## src/rtl/mem_arbiter_pkg.sv

```systemverilog
// mem_arbiter_pkg: shared widths, FSM state and owner encodings for the memory arbiter
package mem_arbiter_pkg;
  localparam int ADDR = 16;
  localparam int WORD = 32;
  typedef enum logic [1:0] {ST_IDLE, ST_READ, ST_RESP} state_t;
  typedef enum logic {OWN_IF, OWN_D} owner_t;
endpackage

```

## src/rtl/mem_arbiter_if.sv

```systemverilog
// mem_arbiter_if: fetch/data request-response channels plus the memory port
interface mem_arbiter_if;
  import mem_arbiter_pkg::*;
  logic            if_req_valid, if_req_ready, if_rsp_valid, if_rsp_ready;
  logic [ADDR-1:0] if_req_addr;
  logic [WORD-1:0] if_rsp_data;
  logic            d_req_valid, d_req_ready, d_req_write, d_rsp_valid, d_rsp_ready;
  logic [ADDR-1:0] d_req_addr;
  logic [WORD-1:0] d_req_wdata, d_rsp_data;
  logic [ADDR-1:0] mem_A;
  logic            mem_W;
  logic [WORD-1:0] mem_D, mem_Q;
  modport slave (
    input  if_req_valid, if_req_addr, if_rsp_ready,
           d_req_valid, d_req_write, d_req_addr, d_req_wdata, d_rsp_ready, mem_Q,
    output if_req_ready, if_rsp_valid, if_rsp_data,
           d_req_ready, d_rsp_valid, d_rsp_data, mem_A, mem_W, mem_D
  );
  modport master (
    output if_req_valid, if_req_addr, if_rsp_ready,
           d_req_valid, d_req_write, d_req_addr, d_req_wdata, d_rsp_ready, mem_Q,
    input  if_req_ready, if_rsp_valid, if_rsp_data,
           d_req_ready, d_rsp_valid, d_rsp_data, mem_A, mem_W, mem_D
  );
endinterface

```

## src/rtl/mem_arb_pick.sv

```systemverilog
// mem_arb_pick: data-first priority select with a streak counter that forces a fetch grant
module mem_arb_pick #(
  parameter int MAX_STREAK = 4
) (
  input  logic clk,
  input  logic reset,
  input  logic idle,
  input  logic if_valid,
  input  logic d_valid,
  output logic grant_if,
  output logic grant_d
);
  logic [3:0] streak;
  logic       guard;
  assign guard    = if_valid && streak == 4'(MAX_STREAK);
  assign grant_d  = !reset && idle && d_valid && !guard;
  assign grant_if = !reset && idle && if_valid && (!d_valid || guard);
  // a data grant with fetch waiting implies streak < MAX, so no explicit saturation is needed
  always_ff @(posedge clk)
    if (reset || grant_if || !if_valid) streak <= '0;
    else if (grant_d) streak <= streak + 4'd1;
endmodule

```

## src/rtl/mem_arbiter.sv

```systemverilog
// mem_arbiter: shares a 1-cycle registered-read memory between instruction fetch and data load/store
module mem_arbiter
  import mem_arbiter_pkg::*;
#(
  parameter int MAX_STREAK = 4
) (
  input logic            clk,
  input logic            reset,
  mem_arbiter_if.slave   bus
);
  state_t state;
  owner_t owner;
  logic   grant_if, grant_d;
  mem_arb_pick #(.MAX_STREAK(MAX_STREAK)) u_pick (
    .clk      (clk),
    .reset    (reset),
    .idle     (state == ST_IDLE),
    .if_valid (bus.if_req_valid),
    .d_valid  (bus.d_req_valid),
    .grant_if (grant_if),
    .grant_d  (grant_d)
  );
  assign bus.if_req_ready = grant_if;
  assign bus.d_req_ready  = grant_d;
  assign bus.mem_A = grant_d ? bus.d_req_addr : grant_if ? bus.if_req_addr : '0;
  assign bus.mem_D = grant_d ? bus.d_req_wdata : '0;
  assign bus.mem_W = grant_d && bus.d_req_write;
  always_ff @(posedge clk)
    if (reset) begin
      state            <= ST_IDLE;
      owner            <= OWN_IF;
      bus.if_rsp_valid <= 1'b0;
      bus.d_rsp_valid  <= 1'b0;
      bus.if_rsp_data  <= '0;
      bus.d_rsp_data   <= '0;
    end else
      case (state)
        ST_IDLE:
          if (grant_if || (grant_d && !bus.d_req_write)) begin
            owner <= grant_d ? OWN_D : OWN_IF;
            state <= ST_READ;
          end
        ST_READ: begin
          if (owner == OWN_D) begin
            bus.d_rsp_data  <= bus.mem_Q;
            bus.d_rsp_valid <= 1'b1;
          end else begin
            bus.if_rsp_data  <= bus.mem_Q;
            bus.if_rsp_valid <= 1'b1;
          end
          state <= ST_RESP;
        end
        ST_RESP:
          if (owner == OWN_D ? bus.d_rsp_ready : bus.if_rsp_ready) begin
            bus.d_rsp_valid  <= 1'b0;
            bus.if_rsp_valid <= 1'b0;
            state            <= ST_IDLE;
          end
        default: state <= ST_IDLE;
      endcase
endmodule

```

## src/flat_wrapper.sv

```systemverilog
// flat-port wrapper written by rule: the top's interface ports become plain ports
module mem_arbiter_flat import mem_arbiter_pkg::*;
#(
  parameter int MAX_STREAK = 4
)
  (clk, reset, bus_if_req_valid, bus_if_req_addr, bus_if_rsp_ready, bus_d_req_valid, bus_d_req_write, bus_d_req_addr, bus_d_req_wdata, bus_d_rsp_ready, bus_mem_Q, bus_if_req_ready, bus_if_rsp_valid, bus_if_rsp_data, bus_d_req_ready, bus_d_rsp_valid, bus_d_rsp_data, bus_mem_A, bus_mem_W, bus_mem_D);
  mem_arbiter_if bus_i ();
  input logic clk;
  input logic reset;
  input wire logic [$bits(bus_i.if_req_valid)-1:0] bus_if_req_valid;
  input wire logic [$bits(bus_i.if_req_addr)-1:0] bus_if_req_addr;
  input wire logic [$bits(bus_i.if_rsp_ready)-1:0] bus_if_rsp_ready;
  input wire logic [$bits(bus_i.d_req_valid)-1:0] bus_d_req_valid;
  input wire logic [$bits(bus_i.d_req_write)-1:0] bus_d_req_write;
  input wire logic [$bits(bus_i.d_req_addr)-1:0] bus_d_req_addr;
  input wire logic [$bits(bus_i.d_req_wdata)-1:0] bus_d_req_wdata;
  input wire logic [$bits(bus_i.d_rsp_ready)-1:0] bus_d_rsp_ready;
  input wire logic [$bits(bus_i.mem_Q)-1:0] bus_mem_Q;
  output wire logic [$bits(bus_i.if_req_ready)-1:0] bus_if_req_ready;
  output wire logic [$bits(bus_i.if_rsp_valid)-1:0] bus_if_rsp_valid;
  output wire logic [$bits(bus_i.if_rsp_data)-1:0] bus_if_rsp_data;
  output wire logic [$bits(bus_i.d_req_ready)-1:0] bus_d_req_ready;
  output wire logic [$bits(bus_i.d_rsp_valid)-1:0] bus_d_rsp_valid;
  output wire logic [$bits(bus_i.d_rsp_data)-1:0] bus_d_rsp_data;
  output wire logic [$bits(bus_i.mem_A)-1:0] bus_mem_A;
  output wire logic [$bits(bus_i.mem_W)-1:0] bus_mem_W;
  output wire logic [$bits(bus_i.mem_D)-1:0] bus_mem_D;
  assign bus_i.if_req_valid = bus_if_req_valid;
  assign bus_i.if_req_addr = bus_if_req_addr;
  assign bus_i.if_rsp_ready = bus_if_rsp_ready;
  assign bus_i.d_req_valid = bus_d_req_valid;
  assign bus_i.d_req_write = bus_d_req_write;
  assign bus_i.d_req_addr = bus_d_req_addr;
  assign bus_i.d_req_wdata = bus_d_req_wdata;
  assign bus_i.d_rsp_ready = bus_d_rsp_ready;
  assign bus_i.mem_Q = bus_mem_Q;
  assign bus_if_req_ready = bus_i.if_req_ready;
  assign bus_if_rsp_valid = bus_i.if_rsp_valid;
  assign bus_if_rsp_data = bus_i.if_rsp_data;
  assign bus_d_req_ready = bus_i.d_req_ready;
  assign bus_d_rsp_valid = bus_i.d_rsp_valid;
  assign bus_d_rsp_data = bus_i.d_rsp_data;
  assign bus_mem_A = bus_i.mem_A;
  assign bus_mem_W = bus_i.mem_W;
  assign bus_mem_D = bus_i.mem_D;
  mem_arbiter #(.MAX_STREAK(MAX_STREAK)) u_core (.clk(clk), .reset(reset), .bus(bus_i));
endmodule
```

## config.mk

```make
export PLATFORM = sky130hd
export DESIGN_NAME = mem_arbiter_flat
export DESIGN_NICKNAME = d
export VERILOG_FILES = /design/src/rtl/mem_arbiter_pkg.sv /design/src/rtl/mem_arbiter_if.sv /design/src/rtl/mem_arb_pick.sv /design/src/rtl/mem_arbiter.sv /design/src/flat_wrapper.sv
export SDC_FILE = /design/constraint.sdc
export NUM_CORES = 1
export LEC_CHECK = 0
export CORE_ASPECT_RATIO = 1.4
export CORE_MARGIN = 1.5
export CORE_UTILIZATION = 30
export DETAILED_ROUTE_END_ITERATION = 8
export GPL_TIMING_DRIVEN = 0
export HOLD_SLACK_MARGIN = 0.08
export PLACE_DENSITY = 0.77
export SLEW_MARGIN = 20
export SYNTH_ARGS = -nofsm -noshare
export SYNTH_HDL_FRONTEND = slang
export SYNTH_SLANG_ARGS = --single-unit
```

## constraint.sdc

```tcl
create_clock -name clk -period 3.7 [get_ports clk]
set_input_delay 0.74 -clock clk [delete_from_list [all_inputs] [get_ports clk]]
set_output_delay 0.74 -clock clk [all_outputs]
set_load 0.03 [all_outputs]
```

Word-level counts from Yosys, hierarchy flattened
Index checks and enable logic that the tools add are counted.
Operators by class
  bitwise operators: 1
  eq/ne operators: 7
  mux-type cells: 13
  add/sub/neg operators: 1
  reduce and logical (&&, ||, !) cells: 25
Operator list (count)
  16-bit 2-to-1 mux: 2
  32-bit 2-to-1 mux: 1
  1-bit logical AND: 8
  2-bit AND reduction: 4
  2-bit by 1-bit inequality test with 1-bit output (second input constant): 3
  2-bit one-hot mux with 3 select lines: 1
  3-bit AND reduction: 2
  1-bit logical NOT: 5
  1-bit 2-to-1 mux: 5
  4-bit by 1-bit adder with 4-bit output (second input constant): 1
  4-bit by 3-bit equality test with 1-bit output (second input constant): 1
  1-bit logical OR: 4
  2-bit 2-to-1 mux: 2
  1-bit one-hot mux with 2 select lines: 2
  2-bit by 1-bit equality test with 1-bit output (second input constant): 1
  2-bit equality test (second input constant): 1
  2-bit logical NOT: 1
  2-bit inequality test (second input constant): 1
  2-bit nonzero test: 1
  1-bit NOT: 1
Word-level totals
  input bits: 103
  register bits: 73
  word-level logic and storage cells: 54

Longest topological paths before layout
Gate-level depths: netlist (run 1).
  depth after elaboration: 8
  mapped depth: 7

By module
A second synthesis (run 1) with hierarchy kept.
Second synthesis, totals
  cells, all modules: 393
  area, all modules: 3118.0 um^2
Modules (own cells, without submodules)
  mem_arbiter: area each 2845.2 um^2, instances 1, cells each 364
  mem_arb_pick: area each 272.8 um^2, instances 1, cells each 29

Least setup slack after synthesis (run 1)
OpenSTA, ideal clock, no wires.
  kind: input to output
  start: input port reset
  end: output port bus_mem_W
  data required time: 2960 ps
  stages: 5
  path slack: 567 ps
  arrival time: 2393 ps
  path through: buf_2 -> or3_1 -> buf_2 -> buf_2 -> nor4_1
On the way
  cells in the longest elaborated chain, start to end: 5
Ends and longest elaborated chain
  start: declaration: RTL line flat_wrapper.sv:9  | input logic reset;
  1-bit logical NOT: RTL line mem_arb_pick.sv:16  | assign grant_d = !reset && idle && d_valid && !guard;
  1-bit logical AND (3 in a row): RTL line mem_arb_pick.sv:16
  1-bit logical AND: RTL line mem_arbiter.sv:27  | assign bus.mem_W = grant_d && bus.d_req_write;
  end: declaration: RTL line flat_wrapper.sv:26  | output wire logic [$bits(bus_i.mem_W)-1:0] bus_mem_W;
Every way passes these cells.

Worst setup path in the final report (run 1)
  start: input port bus_if_req_valid
  end: output port bus_mem_A[4]
On the way
  cells in the longest elaborated chain, start to end: 5
Ends and longest elaborated chain
  start: declaration: RTL line flat_wrapper.sv:10  | input wire logic [$bits(bus_i.if_req_valid)-1:0] bus_if_req_valid;
  1-bit logical AND: RTL line mem_arb_pick.sv:15  | assign guard = if_valid && streak == 4'(MAX_STREAK);
  1-bit logical OR: RTL line mem_arb_pick.sv:17  | assign grant_if = !reset && idle && if_valid && (!d_valid || guard);
  1-bit logical AND: RTL line mem_arb_pick.sv:17
  16-bit 2-to-1 mux: RTL line mem_arbiter.sv:25  | assign bus.mem_A = grant_d ? bus.d_req_addr : grant_if ? bus.if_req_addr : '0;
  16-bit 2-to-1 mux *: RTL line mem_arbiter.sv:25
  end: declaration: RTL line flat_wrapper.sv:25  | output wire logic [$bits(bus_i.mem_A)-1:0] bus_mem_A;
Mark *: on every way between the ends. The rest lies on a longest branch, timed or not.

==> run summary, run 1 <==
The number of endpoints failing setup at the final stage is 0. The total detailed-routing wirelength came out at 13.7 mm. The first-pass GRT wire length is 21.0 mm. Of all nets on the critical path, the largest fanout is 10. The die boundary height came out at 126 um. The signal on the critical path passes through clkdlybuf4s50_1 > buf_2 > nand4b_1 > clkbuf_2 > nand3_1 > a21oi_1 > clkdlybuf4s50_1. The average wire length per cell after detail routing is 16.9 um.

The top-level port count came out at 220. The total power consumption of the routed design came out at 0.00214 W. The largest net degree at the start of global routing is 14. Dividing the detail-routed via count by the number of cells gives 4.98. The number of antenna violations at the first check in global routing is 0. The mean instance size in the synthesized netlist came out at 7.44 um^2.

Once the clock tree was built, the setup fixing pass inserted 0 buffers. The core box area is 10500 um^2. The starting utilization of the core area is 31.2%. The most frequent standard cell in the layout excluding fill and tap cells is clkdlybuf4s50_1. The overall die area came out at 11500 um^2. The TritonCTS clock tree is yes.

For this run, design rule violations remaining after detail routing come to 0. The number of nets in the synthesized netlist is 544. After legalization and detailed placement, the total HPWL measured 10.7 mm.

Of the available clock period, the critical path in the final layout requires 97.1%. The count of distinct cell types in the synthesized netlist is 33. The clock network latency to the later pin of the worst-skew pair came out at 0.33 ns. In the layout the commonest cells are clkdlybuf4s50_1, nand2_1, a21oi_1, dfxtp_1, and2_1. The worst-case clock skew came out at 0.00408 ns.

The critical path is of the in2out type. The cts-stage hold buffer count came out at 0. Detailed routing inserted a total of 4031 vias. IR analysis of the VDD net gives a maximum drop of 0.324 mV.

The number of iterations in the first detailed-routing pass is 5. CTS placed an instance of clkbuf_16 at the clock tree root. The count of non-filler cells in the finished layout came out at 810. The final number of hold-violating endpoints was 0. The number of cell rows is 44. The synthesized instance count is 439.

The net count of the finished layout is 772. The signal arrival time at the worst endpoint came out at 2.85 ns. Input and output buffers added on the ports amount to 217. The global-route usage over all layers is 23.4%. The violation count after the first detailed-route iteration came out at 178. The standard cell with the maximum stage delay on the critical path is clkdlybuf4s50_1. The worst setup path is captured at an output pin. The cell total after placement is 794. For this design, the sink count on the clock tree is 73.

In the final layout, the share of cells above drive strength 1 is 5.36%. The power density of the placed cells came out at 360 nW/um^2. Subtracting the final worst setup slack from the clock period gives 3.59 ns. In this run the number of H-tree levels came out at 3. The via count of the first global-routing pass came out at 4047. The mapped netlist covers 3260 um^2. The final count of pins violating max slew is 0.

The Yosys warning count came out at 0. The cell seen most often among critical-path stages is clkdlybuf4s50_1. The routability-driven placement congestion ratio is 0.921.

Buffers inserted during clock tree synthesis total 9. The fraction of the core area covered by cells at the end of the flow came out at 56.8%. The endpoint required time on the critical path came out at 2.96 ns. The width of the chip came out at 91.2 um. At the pin with the least slew margin, the transition time is 0.565 ns. The register area share after synthesis is 44.8%. The peak clock frequency supported by timing came out at 278 MHz. The min-delay analysis places its worst path in the category reg2reg. The maximum buffer depth of the clock tree is 2. Across the run, the number of max-cap violations was 0.

The number of synthesized register bits came out at 73. The relative slew slack is 62.1%. 0 antenna diodes ended up in the layout. The clock-pin slew on the worst setup and hold paths came out at 0.05 ns. Once detail routing completed, the nets flagged for antenna violations numbered 0. The total congestion overflow after global routing came out at 0. The longest individual stage delay on the worst path came out at 0.69 ns.

The worst setup path is launched from an input port. Summed over all cells, the static leakage comes to 2.56 nW. Setup repair after global routing left no endpoint under its margin. The flow ran to the end, and the final reports show no timing, DRC or antenna violations.

The area overhead of the layout relative to synthesis is 81.9%.
[worst paths after layout]
check | start | endpoint | slack (ns) | cells past startpoint
setup / recovery | bus_if_req_valid | bus_mem_A[4] | 0.11 | 7
hold / removal | u_core.bus.if_rsp_data[0]$_SDFFE_PP0P_ | u_core.bus.if_rsp_data[0]$_SDFFE_PP0P_ | 0.45 | 2
setup reg to reg | u_core.u_pick.streak[0]$_SDFFE_PP0P_ | u_core.owner$_SDFFE_PP0P_ | 2.04 | 6
hold reg to reg | u_core.bus.if_rsp_data[0]$_SDFFE_PP0P_ | u_core.bus.if_rsp_data[0]$_SDFFE_PP0P_ | 0.45 | 2
[through the flow]
stage               worst slack (ns)  area, um^2  hold WS [ns]  setup TNS (ns)
finish                         0.107        5940         0.451               0
global route                  0.0301        5940         0.476               0
CTS                           0.0121        5870         0.454               0
detailed placement           -0.0917        5610         0.446          -0.604
global placement             -0.0633        5610         0.442          -0.447
floorplan                      0.567        3260         0.470               0
[final cells by class]
class | count | area [um^2]
Multi-Input combinational cell | 320 | 1610
Buffer | 41 | 176
Timing Repair Buffer | 217 | 2220
Tap cell | 138 | 173
Fill cell | 937 | 4520
Clock inverter | 6 | 42.5
Clock buffer | 10 | 229
Sequential cell | 73 | 1460
Inverter | 5 | 18.8
[registers in the layout, summed over array words and instances (netlist names)]
signal	cells
u_core.bus.d_rsp_data	32
u_core.bus.if_rsp_data	32
u_core.u_pick.streak	4
u_core.state	2
u_core.bus.d_rsp_valid	1
u_core.bus.if_rsp_valid	1
u_core.owner	1
[cells in the mapped netlist (all sizes together)]
master	instances	share of area (%)
a31oi	2	0.38
or3	1	0.19
ha	2	0.77
a21oi	87	13
nand4	3	0.57
or3b	1	0.27
nor3	2	0.65
nand2b	1	0.19
a311oi	1	0.27
o21ai	4	0.61
nor3b	1	0.38
nand3b	3	0.69
nand3	18	2.8
dfxtp	73	45
or4b	1	0.31
mux2i	1	0.31
o41ai	1	0.27
nor4	1	0.19
nor2	2	0.23
nor2b	1	0.19
buf	16	2.4
nand2	133	15
and2	32	6.1
inv	5	0.57
and3b	1	0.27
nand4b	3	0.81
clkbuf	25	2.9
o211ai	16	3.7
and4b	2	0.61
[routing by layer]
layer,track usage (%),routed length (um),vias up
met5,0,0,-
met2,41.4,6770,232
met1,23.3,4800,1840
li1,-,-,1933
met3,10.9,1760,26
met4,10.0,381,0
[cell families after synthesis]
logic type	share of synthesized area, %
simple gates	29.7
compound gates	18.6
flops	44.8
buf+inv	5.86
fa+ha+maj	0.766
mux	0.307
[power breakdown]
group          total (W)  internal [W]  switching (W)
combinational   0.000511      0.000231       0.000279
sequential      0.000834      0.000818      0.0000163
clock           0.000791      0.000454       0.000337
[timing repair]
item	4_1_cts	5_1_grt
gates resized for setup	14	29
endpoints found under the hold margin	0	0
endpoints found under the setup margin	19	28
[critical path: cells and delay by family]
kind	cells	cell delay, ns
AO/OA/AOI/OAI	1	0.17
buffers and inverters	4	1.63
AND/OR/NAND/NOR	2	0.32
No activity file was read; power rests on OpenSTA's default activity.
==> run 2: changes to the inputs <==
PLACE_DENSITY = 0.78   (was 0.77)
SYNTH_HIERARCHICAL = 1   (was default)
==> run 2 against run 1 <==
  * Core utilization grew 1.1 points
  * Final area down 2.4%
  * Critical path depth is 1 higher
  * Synthesized area down 4.5%
  * Register-to-register slack worse by 0.32 ns
  * Routed wire length down 19%
  * Synthesized cell count is 10% lower
==> run summary, run 2 <==
The number of cells on the worst reg-to-reg path is 7 (was 6). The fraction of registers with async set or reset after synthesis is 0% (unchanged). The root buffer cell is clkbuf_16 (unchanged). The final number of hold-violating endpoints came out at 0 (unchanged). The number of fill cells came out at 944 (was 937). The signal arrival time at the worst endpoint came to 2.77 ns (was 2.85 ns). Status: complete, no violations (unchanged). The most frequent standard cell in the layout excluding fill and tap cells is clkdlybuf4s50_1 (unchanged). The die boundary height is 124 um (was 126 um). The via count of the first global-routing pass was 3527 (was 4047). The switching power as a share of total power is 24.5% (was 29.6%). The endpoint required time on the critical path came out at 2.96 ns (about the same). The overall die area came out at 11000 um^2 (was 11500 um^2).

The share of total power in the clock network came out at 43.5% (was 37.1%). The TritonCTS clock tree was yes (unchanged). The register area is 1460 um^2 (unchanged).

The maximum buffer depth of the clock tree is 2 (unchanged). The netlist area before placement came out at 3120 um^2 (was 3260 um^2). The part of the cycle the worst path needs was 94.9% (was 97.1%).

The port buffer count came out at 219 (was 217). The average wire length per cell after detail routing was 14.5 um (was 16.9 um). The synthesized instance count is 393 (was 439). RSZ-0062 raised after global routing: false (unchanged).

The pre-CTS setup slack is -0.465 ns (was -0.0917 ns). The launch point of the worst path is reset (was bus_if_req_valid). The cts-stage hold buffer count came out at 0 (unchanged). The sink count of the clock tree is 73 (unchanged). The maximum net fanout on the critical path came to 10 (unchanged). The area occupied by multi-input gates is 1490 um^2 (was 1610 um^2). Cells taking the most area after synthesis: dfxtp_1, nand2_1, a21oi_1 (unchanged). The worst reg2reg path startpoint was u_core/state[0]$_SDFFE_PP0P_ (was u_core.u_pick.streak[0]$_SDFFE_PP0P_).

The clock-pin slew on the worst setup and hold paths is 0.06 ns (was 0.05 ns). The count of antenna diodes in the layout is 0 (unchanged). The net count reported at finish came out at 728 (was 772). The sequential share of power came out at 38.0% (was 39.0%). Commonest cells after routing, fill and taps aside: clkdlybuf4s50_1, nand2_1, dfxtp_1, a21oi_1, dlygate4sd2_1 (was clkdlybuf4s50_1, nand2_1, a21oi_1, dfxtp_1, and2_1). The cell-internal power is 0.00163 W (was 0.00150 W). The Yosys warning count is 6 (was 0).

The via count normalized by instance count came to 4.71 (was 4.98). The CTS H-tree depth came to 3 (unchanged). The total congestion overflow after global routing came out at 0 (unchanged). The register area share after synthesis came out at 46.9% (was 44.8%).

Commonest cells in the netlist: nand2_1, dfxtp_1, a21oi_1 (was nand2_1, a21oi_1, dfxtp_1). The element type at the critical path start is an input port (unchanged). The clock period minus final worst setup slack is 3.51 ns (was 3.59 ns). The mean instance size in the synthesized netlist was 7.93 um^2 (was 7.44 um^2). The core box area is 10000 um^2 (was 10500 um^2). The routability-driven placement congestion ratio is 0.800 (was 0.921). The clock network latency to the later pin of the worst-skew pair is 0.32 ns (was 0.33 ns). The count of distinct cell types in the synthesized netlist was 34 (was 33). The number of iterations in the first detailed-routing pass is 5 (unchanged). The fraction of final layout cells sized beyond drive strength 1 is 8.45% (was 5.36%). The number of maximum-capacitance violations is 0 (unchanged). The hold path startpoint is u_core/bus.if_rsp_data[31]$_SDFFE_PP0P_ (was u_core.bus.if_rsp_data[0]$_SDFFE_PP0P_).

The number of endpoints failing setup at the final stage is 0 (unchanged). The longest individual stage delay on the worst path is 0.52 ns (was 0.69 ns). The fraction of synthesized cell area taken by the top area cell type was 46.9% (was 44.8%). The measured slew at the worst slew-check pin was 0.626 ns (was 0.565 ns).

The cell type with the highest aggregate area in the netlist is dfxtp_1 (unchanged). The depth of the worst hold-timing path was 2 (unchanged). The post-route setup TNS came to 0 ns (unchanged). The relative slew slack came out at 58.1% (was 62.1%). The number of vias in the routed layout was 3586 (was 4031).

The worst-case clock skew is 0.00223 ns (was 0.00408 ns). The number of setup buffers added after CTS was 0 (unchanged). The number of synthesized register bits is 73 (unchanged).

The power spent charging and discharging nets is 0.000526 W (was 0.000633 W). The largest net degree at the start of global routing came out at 13 (was 14). The total detailed-routing wirelength came out at 11.1 mm (was 13.7 mm). The type of the setup path with the least slack is in2out (unchanged). The path type of the worst min-delay path is reg2reg (unchanged). The width of the chip came out at 89.2 um (was 91.2 um). The area overhead of the layout relative to synthesis came out at 85.8% (was 81.9%). The most common cell in the synthesized netlist was nand2_1 (unchanged). The violation count after the first detailed-route iteration came out at 93 (was 178). The number of flops mapped to enable cells by yosys came out at 0 (unchanged). The worst supply voltage drop on vdd is 0.238 mV (was 0.324 mV).

The half-perimeter wire length after detailed placement is 9.01 mm (was 10.7 mm). Top Registers: u_core/bus.d_rsp_data: 32 flops, u_core/bus.if_rsp_data: 32 flops, u_core/u_pick/streak: 4 flops (was u_core.bus.d_rsp_data: 32 flops, u_core.bus.if_rsp_data: 32 flops, u_core.u_pick.streak: 4 flops). Series of cell instances along the critical path: clkdlybuf4s50_1 > nand3b_1 > a21oi_2 > nor2b_1 > clkbuf_2 > buf_4 > a22o_1 > clkdlybuf4s15_2 (was clkdlybuf4s50_1 > buf_2 > nand4b_1 > clkbuf_2 > nand3_1 > a21oi_1 > clkdlybuf4s50_1).

The final count of pins violating max slew came to 0 (unchanged). The clock buffer count from CTS was 9 (unchanged). The number of cell rows came to 43 (was 44). The number of remaining DRC errors is 0 (unchanged). The number of nets in the synthesized netlist is 498 (was 544). The global-route usage over all layers came out at 19.3% (was 23.4%). The standard cell with the maximum stage delay on the critical path was clkdlybuf4s50_1 (unchanged). The leakage power figure is 2.22 nW (was 2.56 nW). The number of antenna violations at the first check in global routing came to 0 (unchanged). The slack of the critical path came out at 0.188 ns (was 0.107 ns). The most used flip-flop cell after synthesis is dfxtp_1 (unchanged). The number of routed nets with antenna violations was 0 (unchanged). The nature of the critical path endpoint is an output pin (unchanged). The peak clock frequency supported by timing came out at 285 MHz (was 278 MHz).

The power density of the placed cells is 371 nW/um^2 (was 360 nW/um^2). The starting utilization of the core area is 31.2% (about the same). The top-level port count is 220 (unchanged). The combinational group share of total power is 18.5% (was 23.9%). The first-pass GRT wire length was 16.3 mm (was 21.0 mm).
-- run 2: cell types whose count changed after synthesis, moves of 2 or more --
cell	previous run	this run
clkbuf_1	25	14
nand3_1	18	1
and4b_1	2	0
nand2_1	133	131
a22o_1	0	16
nand2b_1	1	4
o211ai_1	16	1
buf_6	0	4
o21ai_1	2	0
buf_2	15	12
a21oi_1	87	70
-- run 2: final timing paths --
path                                             end  slack, ns
max                                    bus_mem_A[12]       0.19
min reg2reg  u_core/bus.if_rsp_data[31]$_SDFFE_PP0P_       0.45
max reg2reg                u_core/owner$_SDFFE_PP0P_       1.72
min          u_core/bus.if_rsp_data[31]$_SDFFE_PP0P_       0.45
-- run 2: power by group through the flow --
| stage | logic, W | registers (W) | clock network (W) |
|---|---|---|---|
| final | 0.000399 | 0.000817 | 0.000936 |
| after global routing | 0.000424 | 0.000818 | 0.000988 |
| after CTS | 0.000402 | 0.000817 | 0.000956 |
| after detailed placement | 0.000416 | 0.000834 | 0 |
| after global placement | 0.000411 | 0.000833 | 0 |
| after floorplan | 0.000153 | 0.000864 | 0 |
-- run 2: area by class of cell --
cell class / instances / share of cell area (%)
plain buffers: 31 / 3.02
clock buffers: 11 / 4.36
clock inverters: 4 / 1.32
repair buffers: 219 / 37.3
flip-flops and latches: 73 / 25.2
well taps: 135 / 2.92
multi-input cells: 285 / 25.6
inverters: 4 / 0.259
-- run 2: cells by family (layout without fill, tap and decap cells) --
group           Yosys count  after routing  synth area share, %
mux                       1              1                0.321
fa+ha+maj                 2              2                0.802
simple gates            187            187                 28.3
buf+inv                  35            269                 5.78
flops                    73             73                 46.9
compound gates           95             95                 18.0
-- run 2: what timing repair did --
item / CTS / global route
gates resized for setup: 74 / 5
endpoints found under the setup margin: 49 / 49
endpoints found under the hold margin: 0 / 0
-- run 2: per-stage QoR --
step                      total power, W  utilization [%]  hold slack, ns  cells  cell area [um^2]
after global placement           0.00124             54.8           0.441    747              5480
after global routing             0.00223             57.9           0.473    762              5790
final                            0.00215             57.9           0.453    762              5790
after detailed placement         0.00125             54.8           0.448    747              5480
after CTS                        0.00217             57.8           0.456    762              5780
after floorplan                  0.00102                -           0.456    393              3120
-- run 2: worst max-delay path, delay by kind of cell --
family          cells  cell delay [ns]
compound gates      2             0.42
buf+inv             4             1.18
simple gates        2             0.42
-- run 2: routing by layer --
metal	part of all wire [%]	wire length, um	global-route usage [%]	up-vias
met2	55	6070	38.2	173
met1	36	3950	18.9	1630
li1	-	-	-	1764
met3	6.8	757	4.24	19
met5	0	0	0	-
met4	2.5	282	7.60	0
==> run 3: changes to the inputs <==
CAP_MARGIN = 20   (was default)
==> results of run 3 <==
Final layout, timing and power as in run 2 (identical DEF).
